File: config.mk
export PLATFORM = sky130hd
export DESIGN_NAME = ieee_to_int
export DESIGN_NICKNAME = d
export VERILOG_FILES = /design/src/rtl/ieee754_pkg.sv /design/src/rtl/ieee_unpack.sv /design/src/rtl/ieee_to_int.sv
export SDC_FILE = /design/constraint.sdc
export NUM_CORES = 1
export LEC_CHECK = 0
export CAP_MARGIN = 40
export CORE_UTILIZATION = 35
export CTS_BUF_LIST = sky130_fd_sc_hd__clkbuf_8 sky130_fd_sc_hd__clkbuf_16
export DETAILED_ROUTE_END_ITERATION = 7
export GPL_TIMING_DRIVEN = 0
export SYNTH_ARGS = -nofsm -noshare
export SYNTH_HDL_FRONTEND = slang
export SYNTH_SLANG_ARGS = --single-unit
File: constraint.sdc
create_clock -name clock_in -period 3.9 [get_ports clock_in]
set_clock_uncertainty 0.1 [all_clocks]
set_input_delay 1.17 -clock clock_in [delete_from_list [all_inputs] [get_ports clock_in]]
set_output_delay 1.17 -clock clock_in [all_outputs]
set_load 0.05 [all_outputs]
File: src/rtl/ieee754_pkg.sv
// Shared IEEE 754 single-precision definitions for the adder and the float-to-int converter.
// Field widths, integer limits, operand class encoding and common constants for benches.
package ieee754_pkg;
  localparam int EXP_W  = 8;
  localparam int FRAC_W = 23;
  localparam int SIG_W  = FRAC_W + 1;
  localparam int BIAS   = 127;

  localparam logic [31:0] INT_MAX = 32'h7FFF_FFFF;
  localparam logic [31:0] INT_MIN = 32'h8000_0000;

  typedef enum logic [1:0] {CLS_ZERO, CLS_FINITE, CLS_INF, CLS_NAN} fp_class_e;

  typedef struct packed {
    logic             sign;
    logic [EXP_W-1:0] exp;
    logic [SIG_W-1:0] sig;
    logic             sticky;  // nonzero fraction dropped from a denormal
    fp_class_e        cls;
  } fp_unpacked_t;

  localparam logic [31:0] CS_ZERO     = 32'h0000_0000;
  localparam logic [31:0] CS_NEG_ZERO = 32'h8000_0000;
  localparam logic [31:0] CS_HALF     = 32'h3F00_0000;
  localparam logic [31:0] CS_ONE      = 32'h3F80_0000;
  localparam logic [31:0] CS_TWO      = 32'h4000_0000;
  localparam logic [31:0] CS_THREE    = 32'h4040_0000;
  localparam logic [31:0] CS_FOUR     = 32'h4080_0000;
  localparam logic [31:0] CS_POS_INF  = 32'h7F80_0000;
  localparam logic [31:0] CS_NEG_INF  = 32'hFF80_0000;
  localparam logic [31:0] CS_QNAN     = 32'h7FC0_0000;
endpackage

File: src/rtl/ieee_unpack.sv
// Combinational split of a single-precision word into sign, exponent, significand and class.
// Denormals contribute no significand; their nonzero fraction is reported through sticky.
import ieee754_pkg::*;

module ieee_unpack (
  input  logic [31:0]  word_i,
  output fp_unpacked_t unp_o
);
  logic [EXP_W-1:0]  exp;
  logic [FRAC_W-1:0] frac;

  always_comb begin
    exp          = word_i[30:23];
    frac         = word_i[22:0];
    unp_o.sign   = word_i[31];
    unp_o.exp    = exp;
    unp_o.sig    = (exp != '0) ? {1'b1, frac} : '0;
    unp_o.sticky = (exp == '0) && (frac != '0);
    if (exp == '1)
      unp_o.cls = (frac != '0) ? CLS_NAN : CLS_INF;
    else if ((exp == '0) && (frac == '0))
      unp_o.cls = CLS_ZERO;
    else
      unp_o.cls = CLS_FINITE;
  end
endmodule

File: src/rtl/ieee_to_int.sv
// Pipelined single-precision float to signed 32-bit integer converter.
// Input register, then unpack, align and round/saturate stages; enable_in freezes the whole pipe.
import ieee754_pkg::*;

module ieee_to_int #(
  parameter bit ROUND_NEAREST = 1'b1,
  parameter bit RESET_OUTPUTS = 1'b1
) (
  input  logic        clock_in,
  input  logic        reset_in,
  input  logic        enable_in,
  input  logic        valid_in,
  input  logic [31:0] inputA,
  output logic        valid_out,
  output logic [31:0] outputC,
  output logic        invalid_out,
  output logic        inexact_out
);
  localparam int STAGES = 4;
  localparam logic [EXP_W-1:0] E_OVF  = EXP_W'(BIAS + 31);
  localparam logic [EXP_W-1:0] E_INT0 = EXP_W'(BIAS + FRAC_W);
  localparam logic [EXP_W-1:0] E_HALF = EXP_W'(BIAS - 1);

  logic [STAGES:1] vld_pipe_q;

  logic [31:0]  in_q;
  fp_unpacked_t unp_d, s1_q;

  logic         s2_sign_q;
  fp_class_e    s2_cls_q;
  logic [32:0]  s2_mag_q, s2_mag_d;
  logic         s2_guard_q, s2_guard_d, s2_sticky_q, s2_sticky_d;
  logic [47:0]  ext;

  logic [32:0]  mag_r;
  logic         inc;
  logic [31:0]  out_q, out_d;
  logic         inv_q, inv_d, inx_q, inx_d;

  ieee_unpack u_unpack (.word_i(in_q), .unp_o(unp_d));

  // Align: value = sig * 2^(exp-150); magnitudes >= 2^31 collapse to 2^31 (exact) or 2^32 (too big).
  always_comb begin
    s2_mag_d    = '0;
    s2_guard_d  = 1'b0;
    s2_sticky_d = s1_q.sticky;
    ext         = '0;
    if (s1_q.exp >= E_OVF) begin
      s2_mag_d = ((s1_q.exp == E_OVF) && (s1_q.sig == {1'b1, {FRAC_W{1'b0}}}))
                 ? 33'h0_8000_0000 : 33'h1_0000_0000;
    end else if (s1_q.exp >= E_INT0) begin
      s2_mag_d = 33'(s1_q.sig) << (s1_q.exp - E_INT0);
    end else if (s1_q.exp >= E_HALF) begin
      ext         = {s1_q.sig, 24'b0} >> (E_INT0 - s1_q.exp);
      s2_mag_d    = 33'(ext[47:24]);
      s2_guard_d  = ext[23];
      s2_sticky_d = |ext[22:0];
    end else begin
      s2_sticky_d = s1_q.sticky | (s1_q.sig != '0);
    end
  end

  // Round, then saturate on the 33-bit magnitude so a rounding carry cannot wrap.
  always_comb begin
    inc   = ROUND_NEAREST && s2_guard_q && (s2_sticky_q || s2_mag_q[0]);
    mag_r = s2_mag_q + 33'(inc);
    out_d = '0;
    inv_d = 1'b0;
    inx_d = 1'b0;
    case (s2_cls_q)
      CLS_NAN: begin
        out_d = INT_MIN;
        inv_d = 1'b1;
      end
      CLS_INF: begin
        out_d = s2_sign_q ? INT_MIN : INT_MAX;
        inv_d = 1'b1;
      end
      CLS_ZERO: out_d = '0;
      default: begin
        if (!s2_sign_q && (mag_r > {1'b0, INT_MAX})) begin
          out_d = INT_MAX;
          inv_d = 1'b1;
        end else if (s2_sign_q && (mag_r > {1'b0, INT_MIN})) begin
          out_d = INT_MIN;
          inv_d = 1'b1;
        end else begin
          out_d = s2_sign_q ? (~mag_r[31:0] + 32'd1) : mag_r[31:0];
          inx_d = s2_guard_q | s2_sticky_q;
        end
      end
    endcase
  end

  always_ff @(posedge clock_in) begin
    if (reset_in)
      vld_pipe_q <= '0;
    else if (enable_in)
      vld_pipe_q <= {vld_pipe_q[STAGES-1:1], valid_in};
  end

  always_ff @(posedge clock_in) begin
    if (reset_in) begin
      if (RESET_OUTPUTS) begin
        out_q <= '0;
        inv_q <= 1'b0;
        inx_q <= 1'b0;
      end
    end else if (enable_in) begin
      if (valid_in)      in_q <= inputA;
      if (vld_pipe_q[1]) s1_q <= unp_d;
      if (vld_pipe_q[2]) begin
        s2_sign_q   <= s1_q.sign;
        s2_cls_q    <= s1_q.cls;
        s2_mag_q    <= s2_mag_d;
        s2_guard_q  <= s2_guard_d;
        s2_sticky_q <= s2_sticky_d;
      end
      if (vld_pipe_q[3]) begin
        out_q <= out_d;
        inv_q <= inv_d;
        inx_q <= inx_d;
      end
    end
  end

  assign valid_out   = vld_pipe_q[STAGES];
  assign outputC     = out_q;
  assign invalid_out = inv_q;
  assign inexact_out = inx_q;
endmodule
**Yosys cells after proc, flatten, opt, wreduce, memory -nomap -nowiden**

Index checks and enable logic that the tools add are counted.

- Bits in registers: 144
- Latch bits: 0
- Bits in writable memories: 0
- Bits in read-only memories: 0
- Bits of input ports: 36
- Output and inout port bits: 35
- Word-level logic and storage cells: 81
- Memories kept: 0

- Add/sub/neg operators: 4
- Multiply operators: 0
- Divide/modulo/power cells: 0
- Magnitude comparators: 5
- Equality and inequality tests: 5
- Shift operators: 2
- Muxes and demuxes: 22
- Bitwise gates (word level): 5
- Reduce and logical (&&, ||, !) cells: 22

Operators with widths:

| kind | number |
|---|---|
| 32-bit 2-to-1 mux | 4 |
| 33-bit 2-to-1 mux | 3 |
| 32-bit one-hot mux with 3 select lines | 1 |
| 24-bit 2-to-1 mux | 2 |
| 48-bit by 8-bit >> shifter with 48-bit output | 1 |
| 33-bit by 1-bit adder with 33-bit output | 1 |
| 33-bit by 31-bit greater-than comparator with 1-bit output, second input constant | 1 |
| 33-bit by 32-bit greater-than comparator with 1-bit output, second input constant | 1 |
| 24-bit by 8-bit left shift with 33-bit output | 1 |
| 32-bit by 1-bit adder with 32-bit output, second input constant | 1 |
| 32-bit NOT | 1 |
| 24-bit == test, second input constant | 1 |
| 24-bit nonzero test | 1 |
| 23-bit zero test | 1 |
| 23-bit nonzero test | 1 |
| 23-bit OR reduction | 1 |
| 8-bit == test, second input constant | 2 |
| 8-bit >= comparator, second input constant | 2 |
| 1-bit 2-to-1 mux | 10 |
| 3-bit AND reduction | 3 |
| 8-bit by 7-bit >= comparator with 1-bit output, second input constant | 1 |
| 8-bit zero test | 1 |
| 8-bit nonzero test | 1 |
| 8-bit subtractor, first input constant | 1 |
| other kinds (13) | 22 |

**Longest topological paths before layout**

Gate-level depths: netlist of run 1.

- Depth after elaboration: 9
- Mapped depth: 16

**Modules after synthesis**

From an unflattened synthesis of run 1, not the netlist that was laid out.

- Cells, all modules: 1227
- Area total of the unflattened synthesis: 10892.9 um^2

By module, submodules not included:

| module | times used | cells an instance | area each (um^2) | sequential area each (um^2) |
|---|---|---|---|---|
| ieee_to_int | 1 | 1176 | 10556.4 | 3943.8 |
| ieee_unpack | 1 | 51 | 336.6 | 0.0 |

**Worst setup path before layout of run 1**

No wires, ideal clock.

- Path type: register to register
- Start: register s1_q[27] (netlist bit)
- End: register s2_sticky_q (data pin)
- Setup time: 0.270 ns
- Data arrival time: 3.758 ns
- Data required time: 3.530 ns
- Path slack: -0.228 ns
- Stages on the path, launching flop included: 14
- Path buffers: 3
- Path through: edfxtp_1 buf_1 inv_1 clkbuf_1 ha_1 buf_1 mux4_2 mux2i_1 nor3_1 or4_1 nor4_1 nand2_1 o211ai_1 a222oi_1

- Cells in the longest elaborated chain, start to end: 6

Ends and longest elaborated chain:

| item | RTL line | source |
|---|---|---|
| from (decl) | ieee_to_int.sv:27 | `fp_unpacked_t unp_d, s1_q;` |
| from (signal assigned) | ieee_to_int.sv:111 | `if (vld_pipe_q[1]) s1_q <= unp_d;` |
| 8-bit subtractor | ieee_to_int.sv:54 | `ext = {s1_q.sig, 24'b0} >> (E_INT0 - s1_q.exp);` |
| 48-bit by 8-bit >> shifter with 48-bit output | ieee_to_int.sv:54 |  |
| 23-bit OR reduction | ieee_to_int.sv:57 | `s2_sticky_d = \|ext[22:0];` |
| 1-bit 2-to-1 mux | ieee_to_int.sv:53 | `end else if (s1_q.exp >= E_HALF) begin` |
| 1-bit 2-to-1 mux | ieee_to_int.sv:51 | `end else if (s1_q.exp >= E_INT0) begin` |
| 1-bit 2-to-1 mux (*) | ieee_to_int.sv:48 | `if (s1_q.exp >= E_OVF) begin` |
| via s2_sticky_d | ieee_to_int.sv:32 | `logic s2_guard_q, s2_guard_d, s2_sticky_q, s2_sticky_d;` |
| to (signal assigned) | ieee_to_int.sv:117 | `s2_sticky_q <= s2_sticky_d;` |
| to (decl) | ieee_to_int.sv:32 |  |

The timed path passes the listed nets; every way through them passes the cells marked *.
A chain may end at the register's enable or synchronous reset.

**Worst setup path in the final report of run 1**

Ends and elaborated chain as after synthesis.

==> results.txt, run 1 <==
Average routed wire per standard cell: 19.8 um. Once the floorplan was initialized, standard cells occupied 35.8% of the core. Number of detailed-route iterations in the first pass: 6. Yosys attributes the largest share of cell area to sky130_fd_sc_hd__edfxtp_1 29%, sky130_fd_sc_hd__dfxtp_1 6.9%, sky130_fd_sc_hd__mux4_2 5.3%. Critical path's most frequent cell: sky130_fd_sc_hd__buf_6.

The logs give 0 for the initial antenna violation count and 0 for the total count of hold-check failures in the final report. The run gives 0.263 GHz as the highest clock frequency the design can meet. The final instance area is 0.0133 mm2, and the average vias per placed instance is 5.99. The tools report the number of clock buffers inserted by TritonCTS as 17. TritonCTS built the clock tree.

The xor/xnor cell area share of the yosys netlist works out to 5.81%. The cell sitting at the root of the clock tree is a sky130_fd_sc_hd__clkbuf_16. The tools report the count of unique library cells instantiated by Yosys as 72. The first routing iteration left 1061 violations.

The class of the most critical hold timing path was register to register. Compared with the post-synthesis result, the final layout area differs by 20.6%. The portion of synthesized area spent on multiplexers is 11.7%. The max-slew violation count came out at 0. After detailed routing, the number of remaining DRC violations is 0. The number of nets still failing antenna checks after routing is 0, and the die extent in x is 179 um. The actual slew at the worst max-slew pin works out to 0.882 ns. The die extent in y works out to 179 um. The number of enable flip-flop cells after synthesis was 106. The run gives 0.955 as the routability congestion estimate. Summing the areas of all compound-gate instances in the mapped netlist gives 18.7% of the synthesized area. In this run the standard cell core region covers 0.0307 mm2. The cell accounting for the most synthesized area was sky130_fd_sc_hd__edfxtp_1. Each instance of the synthesized netlist takes up on average 9.05 um2.

The final layout contains 1367 nets. The number of maximum-capacitance violations was 0; the proportion of synthesized chip area in sequential cells was 35.9%. The count of buffers added on input and output ports is 69.

For this design the ratio of total power to cell area is 272 mW/mm2. Data on the critical path is required at its endpoint by 3.96 ns. CTS built an H-tree with a depth of 4.

By area, the combinational part of the netlist is dominated by simple AND/OR/NAND/NOR gates. The final clock period utilization by the worst path works out to 97.5%. After technology mapping, the gate count stands at 1215. For this run, the leading register cell type out of synthesis is sky130_fd_sc_hd__edfxtp_1. The run finished with clean final reports. The critical path buffer and inverter count is 4.

The area share of the largest cell type after synthesis is 28.9%, and the stage delay of the slowest cell on the critical path is 0.53 ns. The combined area of all synthesized cells is 0.0110 mm2, and the async set or reset register ratio after synthesis is 0%. CTS saw 144 sinks. The overflow left after global routing was 0. The pre-CTS worst setup slack is -0.831 ns. The post-synthesis register bit count is 144. The repair_antennas step left the layout with diodes totalling 0. The simple-gate area share of the yosys netlist is 22.2%. The signal on the critical path passes through buf_6, clkinvlp_4, clkbuf_8, ha_4, buf_6, mux4_2, mux2i_2, nor3_1, or4_1, nor4_1, nand2_1, o211ai_1, a222oi_1. The maximum fanout along the worst path came out at 10.

The detailed-route via count was 10372; the data arrival time of the worst path was 3.86 ns. Summed over all cells, the static leakage comes to 4.44 nW. The worst max-slew margin expressed relative to the limit is 41.0%, and the minimum setup slack in the final design is 0.0961 ns. Counting every net in the synthesized netlist gives 1259. The number of placement rows came out at 64.

For this design the top-level I/O count stands at 71. The worst setup path category is register to register. Half-perimeter wire length of the detailed placement result: 26.1 mm. The clock reaches the later pin of the worst-skew pair after 0.44 ns. The clock transition time at the flip-flop clock pins of the worst setup and hold paths is 0.07 ns. The total routing resource utilization after global routing is 21.8%.

The worst setup path is captured at a register. The first global-routing pass estimated 53.7 mm of wire. The count of endpoints failing setup in the final report was 0. The die covers 0.0321 mm2.

On the final layout, the worst hold slack is 0.319 ns. The worst path in the final design needs a cycle of 3.80 ns, including I/O delays and setup. The maximum buffer depth of the clock tree is 2. Broken down by cell family, the worst path's largest delay share belongs to simple AND/OR/NAND/NOR gates.

Yosys printed 0 warnings. IR analysis of the VDD net gives a maximum drop of 0.307 mV. Setup repair after global routing could not meet its margin everywhere. In the final layout, the share of cells above drive strength 1 is 15.2%. The largest individual stage delay along the critical path comes from the cell sky130_fd_sc_hd__mux4_2.

STA classifies the critical path startpoint as a register. Once placement finished, the instance area stood at 0.0122 mm2. For the number of global-route vias before repair, the log shows 9605.

For this block, the routed nets add up to 34.2 mm of wire. The arithmetic-cell share of the synthesized area counting full adders, half adders and majority gates is 0.910%. Entering global routing, the biggest net connects 39 pins.
==> report_power, final <==
part	leakage, nW	internal (mW)	switching, mW	total (mW)
Sequential	1.20	1.66	0.0208	1.69
Combinational	2.99	0.155	0.206	0.361
Clock	0.253	0.828	0.727	1.55
==> registers in the layout, indices dropped and copies added (netlist names), 2 cells and up <==
signal / flops
s1_q: 36
s2_mag_q: 33
in_q: 32
outputC: 32
s2_cls_q: 2
vld_pipe_q: 4
==> worst paths after layout <==
path                      start               endpoint  slack, ns  cells past startpoint
min          in_q[31]$_DFFE_PP_     s1_q[35]$_DFFE_PP_       0.32                      0
max reg2reg  s1_q[27]$_DFFE_PP_  s2_sticky_q$_DFFE_PP_        0.1                     13
min reg2reg  in_q[31]$_DFFE_PP_     s1_q[35]$_DFFE_PP_       0.32                      0
max          s1_q[27]$_DFFE_PP_  s2_sticky_q$_DFFE_PP_        0.1                     13
==> Yosys cell counts (17+ instances only) <==
cell type,n
sky130_fd_sc_hd__dfxtp_1,38
sky130_fd_sc_hd__clkbuf_1,65
sky130_fd_sc_hd__o22ai_1,25
sky130_fd_sc_hd__nor2_1,100
sky130_fd_sc_hd__nand2_1,105
sky130_fd_sc_hd__nand3_1,42
sky130_fd_sc_hd__and2_1,43
sky130_fd_sc_hd__xnor2_1,56
sky130_fd_sc_hd__and3_1,27
sky130_fd_sc_hd__mux4_2,26
sky130_fd_sc_hd__buf_2,20
sky130_fd_sc_hd__xor2_1,17
sky130_fd_sc_hd__mux2_2,19
sky130_fd_sc_hd__nor4_1,27
sky130_fd_sc_hd__edfxtp_1,106
sky130_fd_sc_hd__a21oi_1,88
sky130_fd_sc_hd__o31ai_1,17
sky130_fd_sc_hd__nand4_1,19
sky130_fd_sc_hd__o21ai_0,34
sky130_fd_sc_hd__mux2i_1,49
sky130_fd_sc_hd__nor3_1,43
sky130_fd_sc_hd__a211oi_1,33
==> through the flow <==
step | TNS [ns] | util, % | std cells | power [mW]
3_3_place_gp | -53.29 | 39.6 | 1680 | 2.05
4_1_cts | -0.0241 | 42.1 | 1719 | 3.60
3_5_place_dp | -24.19 | 39.7 | 1684 | 2.05
2_1_floorplan | 0 | - | 1215 | 1.94
6_report | 0 | 43.1 | 1732 | 3.60
5_1_grt | -0.122 | 43.1 | 1732 | 3.72
==> per-layer routing <==
layer / vias to the layer above / track usage [%] / share of wire, % / wire [um]
met5: - / 0 / 0 / 0
met4: 0 / 7.70 / 2.7 / 913
met3: 60 / 4.26 / 8.0 / 2740
met2: 490 / 32.9 / 45 / 15300
met1: 4979 / 30.9 / 45 / 15300
li1: 4843 / - / - / -
==> cell type report <==
| type | instances | area, um2 |
|---|---|---|
| sequential | 144 | 3940 |
| clock buffer | 17 | 425 |
| timing repair buffer | 92 | 878 |
| fill | 3008 | 17500 |
| tap | 396 | 495 |
| clock inverter | 15 | 123 |
| inverter | 16 | 63.8 |
| buffer | 102 | 507 |
| multi-input combinational | 950 | 6820 |
==> cells in the final DEF, fill, tap and decap left out, drive strengths merged, types with 9 or more instances in the layout <==
cell | Yosys | layout
o22ai | 25 | 25
nand3 | 44 | 44
or3 | 9 | 9
edfxtp | 106 | 106
mux4 | 26 | 26
nand2b | 11 | 11
clkbuf | 65 | 82
nor4 | 28 | 28
o31ai | 18 | 18
a211oi | 33 | 33
a31oi | 9 | 9
inv | 16 | 22
buf | 40 | 60
or4 | 10 | 10
nor3 | 43 | 43
xnor2 | 56 | 56
xor2 | 17 | 17
and3 | 27 | 27
mux2 | 19 | 19
dfxtp | 38 | 38
a21oi | 88 | 88
o21ai | 34 | 34
nand2 | 105 | 105
nor2b | 10 | 10
o21a | 9 | 9
nand4 | 19 | 19
and2 | 43 | 43
nor2 | 100 | 100
a221oi | 20 | 20
clkdlybuf4s50 | 0 | 69
mux2i | 49 | 49
o211ai | 9 | 9
==> repair_timing <==
| action | CTS | global route |
|---|---|---|
| setup endpoints to repair | 53 | 45 |
| hold buffers | 0 | 0 |
| setup buffers | 4 | 14 |
| pin swaps | 2 | 8 |
| gates resized for setup | 33 | 51 |
==> worst register-to-register path, delay by kind of cell, from the launching register on <==
kind                       cells  cell delay [ns]
adders and majority gates      1             0.30
AOI/OAI and AO/OA              2             0.34
buffers and inverters          4             0.67
and+or+nand+nor                4             0.90
muxes                          2             0.76
DFF                            1             0.47
==> cells by family after synthesis <==
group                      count (synthesis)
DFF                                      144
buffers and inverters                    121
AOI/OAI and AO/OA                        298
and+or+nand+nor                          477
adders and majority gates                  8
xor gates and xnor gates                  73
muxes                                     94
Note: power is estimated with default switching activity, not from simulation.
==> run 2, diff against run 1 <==
--- a/config.mk
+++ b/config.mk
@@ -6,6 +6,7 @@
 export NUM_CORES = 1
 export LEC_CHECK = 0
 export CAP_MARGIN = 40
+export CORE_ASPECT_RATIO = 0.5
 export CORE_UTILIZATION = 35
 export CTS_BUF_LIST = sky130_fd_sc_hd__clkbuf_8 sky130_fd_sc_hd__clkbuf_16
 export DETAILED_ROUTE_END_ITERATION = 7
==> run 2 against run 1 <==
Critical path depth stayed put. Largest power group is now the clock network. Global-route usage is 0.20 points higher. Sequential share of layout area is 0.059 points higher. Worst hold slack better by 0.00083 ns. Non-clock buffer count is 11 lower. Wire length is 2.8% higher. Sequential power hardly changed. Combinational power is 1% lower. Clock-buffer cell count is 3 higher. Via count is 1.7% lower. Final area is 0.20% lower.
==> results.txt, run 2 (synthesis results as in run 1) <==
The logs give 0 (unchanged) for the number of hold buffers added after CTS and 2.82 mW (+6.5%) for the internal power component. For the highest clock frequency the design can meet, the log shows 0.264 GHz (+0.56%). The run gives 4 (unchanged) as the deepest level of the CTS H-tree. The tools report the number of antenna cells inserted as 0 (unchanged). The die extent in x was 253 um (+41%); the static power due to leakage was 4.44 nW (about the same).

The tools report the final hold slack as 0.320 ns (+0.000831 ns). The logs give 0.957 (+0.15%) for the routability congestion estimate and 0 (unchanged) for the number of nets still failing antenna checks after routing. The tools report the final wirelength as 35.2 mm (+2.8%). The average routed wire per standard cell works out to 20.1 um (+1.9%). The number of clock buffers inserted by TritonCTS came out at 17 (unchanged). The number of maximum-capacitance violations is 0 (unchanged). The tools report the initial antenna violation count as 0 (unchanged). The kind of start point of the critical path is a register.

Max-slew violation count: 0 (unchanged). The tools report the top-level port count as 71 (unchanged). The worst max-slew margin expressed relative to the limit is 41.8% (+0.79 points), and the number of DRC markers after the initial detailed-route iteration is 931 (-12%).

The cell chosen for the clock root is sky130_fd_sc_hd__clkbuf_16. The final clock period utilization by the worst path is 97.0% (-0.55 points). Leaving out fill and tap cells, the most frequent cell in the layout is sky130_fd_sc_hd__edfxtp_1. The run gives 55.2 mm (+2.8%) as the wire length of the first global-routing pass. The residual DRC count was 0 (unchanged).

The library cells used most frequently in the layout, excluding fill and tap cells, are 106 x sky130_fd_sc_hd__edfxtp_1, 102 x sky130_fd_sc_hd__nand2_1, 96 x sky130_fd_sc_hd__nor2_1. Setup repair after global routing left no endpoint under its margin. The tools report the number of global-route vias before repair as 9644 (+0.41%). The number of detailed-route iterations in the first pass was 7 (+1).

The layout-stage area growth over the synthesis result is 20.3%, and the largest net degree at the start of global routing is 39 (unchanged). The worst setup path category was register to register. For the number of nets in the finished design, the log shows 1356 (-0.80%). The category of the worst setup path capture point is a register.

The tools report the share of total power in the clock network as 45.5% (+2.3 points). For the post-placement cell count, the log shows 1708 (+1.4%). The run finished with clean final reports. For the overflow left after global routing, the log shows 0 (unchanged). The worst supply voltage drop on vdd is 0.285 mV (-7.4%), and the detailed-route via count is 10196 (-1.7%). Data arrival time of the worst path: 3.99 ns (+0.13 ns).

The number of flip-flops under the largest register name is 36 (unchanged). The run gives 0.0322 mm2 (+0.13%) as the floorplan die area. The total routing resource utilization after global routing was 22.0% (+0.20 points). For the initial standard-cell utilization of the core, the log shows 35.9% (+0.14 points). The net switching power figure was 0.932 mW (-2.3%); the die extent in y was 127 um (-29%).

The combinational group share of total power came out at 9.5% (-0.5 points). The count of endpoints failing setup in the final report came out at 0 (unchanged). The final critical-path required period works out to 3.78 ns (-0.0213 ns).

The power per standard cell area works out to 284 mW/mm2 (+4.4%). TritonCTS built the clock tree. Counting flops per register, the top entry is s1_q. The clock network latency to the later pin of the worst-skew pair was 0.44 ns (about the same). For the half-perimeter wire length of the detailed placement result, the log shows 26.9 mm (+3.2%). The number of buffer cells added on primary ports is 69 (unchanged), and the number of placement rows is 45 (-30%). Class of the most critical hold timing path: register to register. The clock transition time at the flip-flop clock pins of the worst setup and hold paths is 0.07 ns (about the same). Non-filler instance count after layout: 1748 (+0.92%). The actual slew at the worst max-slew pin is 0.870 ns (-0.0118 ns). The sequential group share of total power is 45.0% (-1.8 points), and the maximum fanout along the worst path is 10 (unchanged). The data required time of the worst path was 4.11 ns (+0.15 ns); the area of the core region was 0.0306 mm2 (-0.39%). The fraction of layout cells with a size suffix above 1 came out at 14.7% (-0.48 points). The average vias per placed instance is 5.83 (-2.6%), and the total count of hold-check failures in the final report is 0 (unchanged). The number of clock sinks is 144 (unchanged), and the switching share of power is 24.8% (-1.6 points).

The largest registers in the layout are s1_q (36), s2_mag_q (33). For the maximum buffer depth of the clock tree, the log shows 2 (unchanged).
run 2: cell types whose count changed in the layout (fill, tap and decap cells not counted), moves of 3 or more:
cell,before,now
sky130_fd_sc_hd__buf_4,25,18
sky130_fd_sc_hd__clkinvlp_4,6,1
sky130_fd_sc_hd__clkbuf_16,17,20
sky130_fd_sc_hd__nor4_2,2,5
sky130_fd_sc_hd__xnor2_2,1,4
run 2: stage by stage:
stage                     setup TNS [ns]  power [mW]  cell area, um2  worst slack (ns)  util [%]
after floorplan                        0        1.94           11000             0.152         -
after global placement            -52.00        2.05           12200             -1.02      39.9
after detailed placement          -22.89        2.06           12200             -1.03      39.9
after CTS                              0        3.77           13000            0.0114      42.5
after global routing                   0        3.88           13200           0.00371      43.2
final                                  0        3.75           13200             0.117      43.2
run 2: repair_timing:
| action | CTS | global route |
|---|---|---|
| setup buffers | 4 | 7 |
| resized for setup | 33 | 44 |
| endpoints found under the setup margin | 48 | 44 |
| pin swaps | 3 | 8 |
| cloned | 0 | 0 |
run 2: critical path: stages (launching register included):
cell and delay, ns:
sky130_fd_sc_hd__edfxtp_1 0.40, sky130_fd_sc_hd__o21a_1 0.19, sky130_fd_sc_hd__ha_1 0.19, sky130_fd_sc_hd__ha_1 0.19, sky130_fd_sc_hd__clkbuf_4 0.21, sky130_fd_sc_hd__xnor2_1 0.18
sky130_fd_sc_hd__nand4_1 0.16, sky130_fd_sc_hd__a2111oi_4 0.37, sky130_fd_sc_hd__o31ai_2 0.15, sky130_fd_sc_hd__or3_1 0.55, sky130_fd_sc_hd__or3_4 0.42, sky130_fd_sc_hd__o31ai_2 0.26
sky130_fd_sc_hd__xnor2_1 0.17, sky130_fd_sc_hd__o211ai_1 0.11
run 2: power by group through the flow:
stage	clock (mW)	combinational (mW)	sequential, mW
detailed placement	0	0.335	1.72
floorplan	0	0.223	1.71
CTS	1.74	0.342	1.69
global placement	0	0.330	1.72
finish	1.71	0.357	1.69
global route	1.80	0.385	1.69
run 2: cell type report:
type / count / area (um2)
Buffer: 101 / 500
Inverter: 16 / 63.8
Tap cell: 423 / 529
Sequential cell: 144 / 3940
Fill cell: 2970 / 17400
Timing Repair Buffer: 82 / 801
Clock buffer: 20 / 500
Multi-Input combinational cell: 950 / 6780
Clock inverter: 12 / 116
run 2: path summary, 6_finish.rpt:
| kind | startpoint | endpoint | slack (ns) | cells after the start |
|---|---|---|---|---|
| max | s2_mag_q[0]$_SDFFCE_PP0P_ | outputC[27]$_SDFFE_PP0P_ | 0.12 | 13 |
| min | s1_q[0]$_DFFE_PP_ | s2_cls_q[0]$_DFFE_PP_ | 0.32 | 0 |
| max reg2reg | s2_mag_q[0]$_SDFFCE_PP0P_ | outputC[27]$_SDFFE_PP0P_ | 0.12 | 13 |
| min reg2reg | s1_q[0]$_DFFE_PP_ | s2_cls_q[0]$_DFFE_PP_ | 0.32 | 0 |
run 2: metal layers:
layer | wire length, um | GRT usage (%) | share of wire, % | vias up
li1 | - | - | - | 4819
met1 | 16200 | 30.6 | 46 | 4881
met2 | 15700 | 34.0 | 45 | 436
met3 | 2300 | 3.97 | 6.5 | 60
met4 | 969 | 8.73 | 2.8 | 0
met5 | 0 | 0 | 0 | -
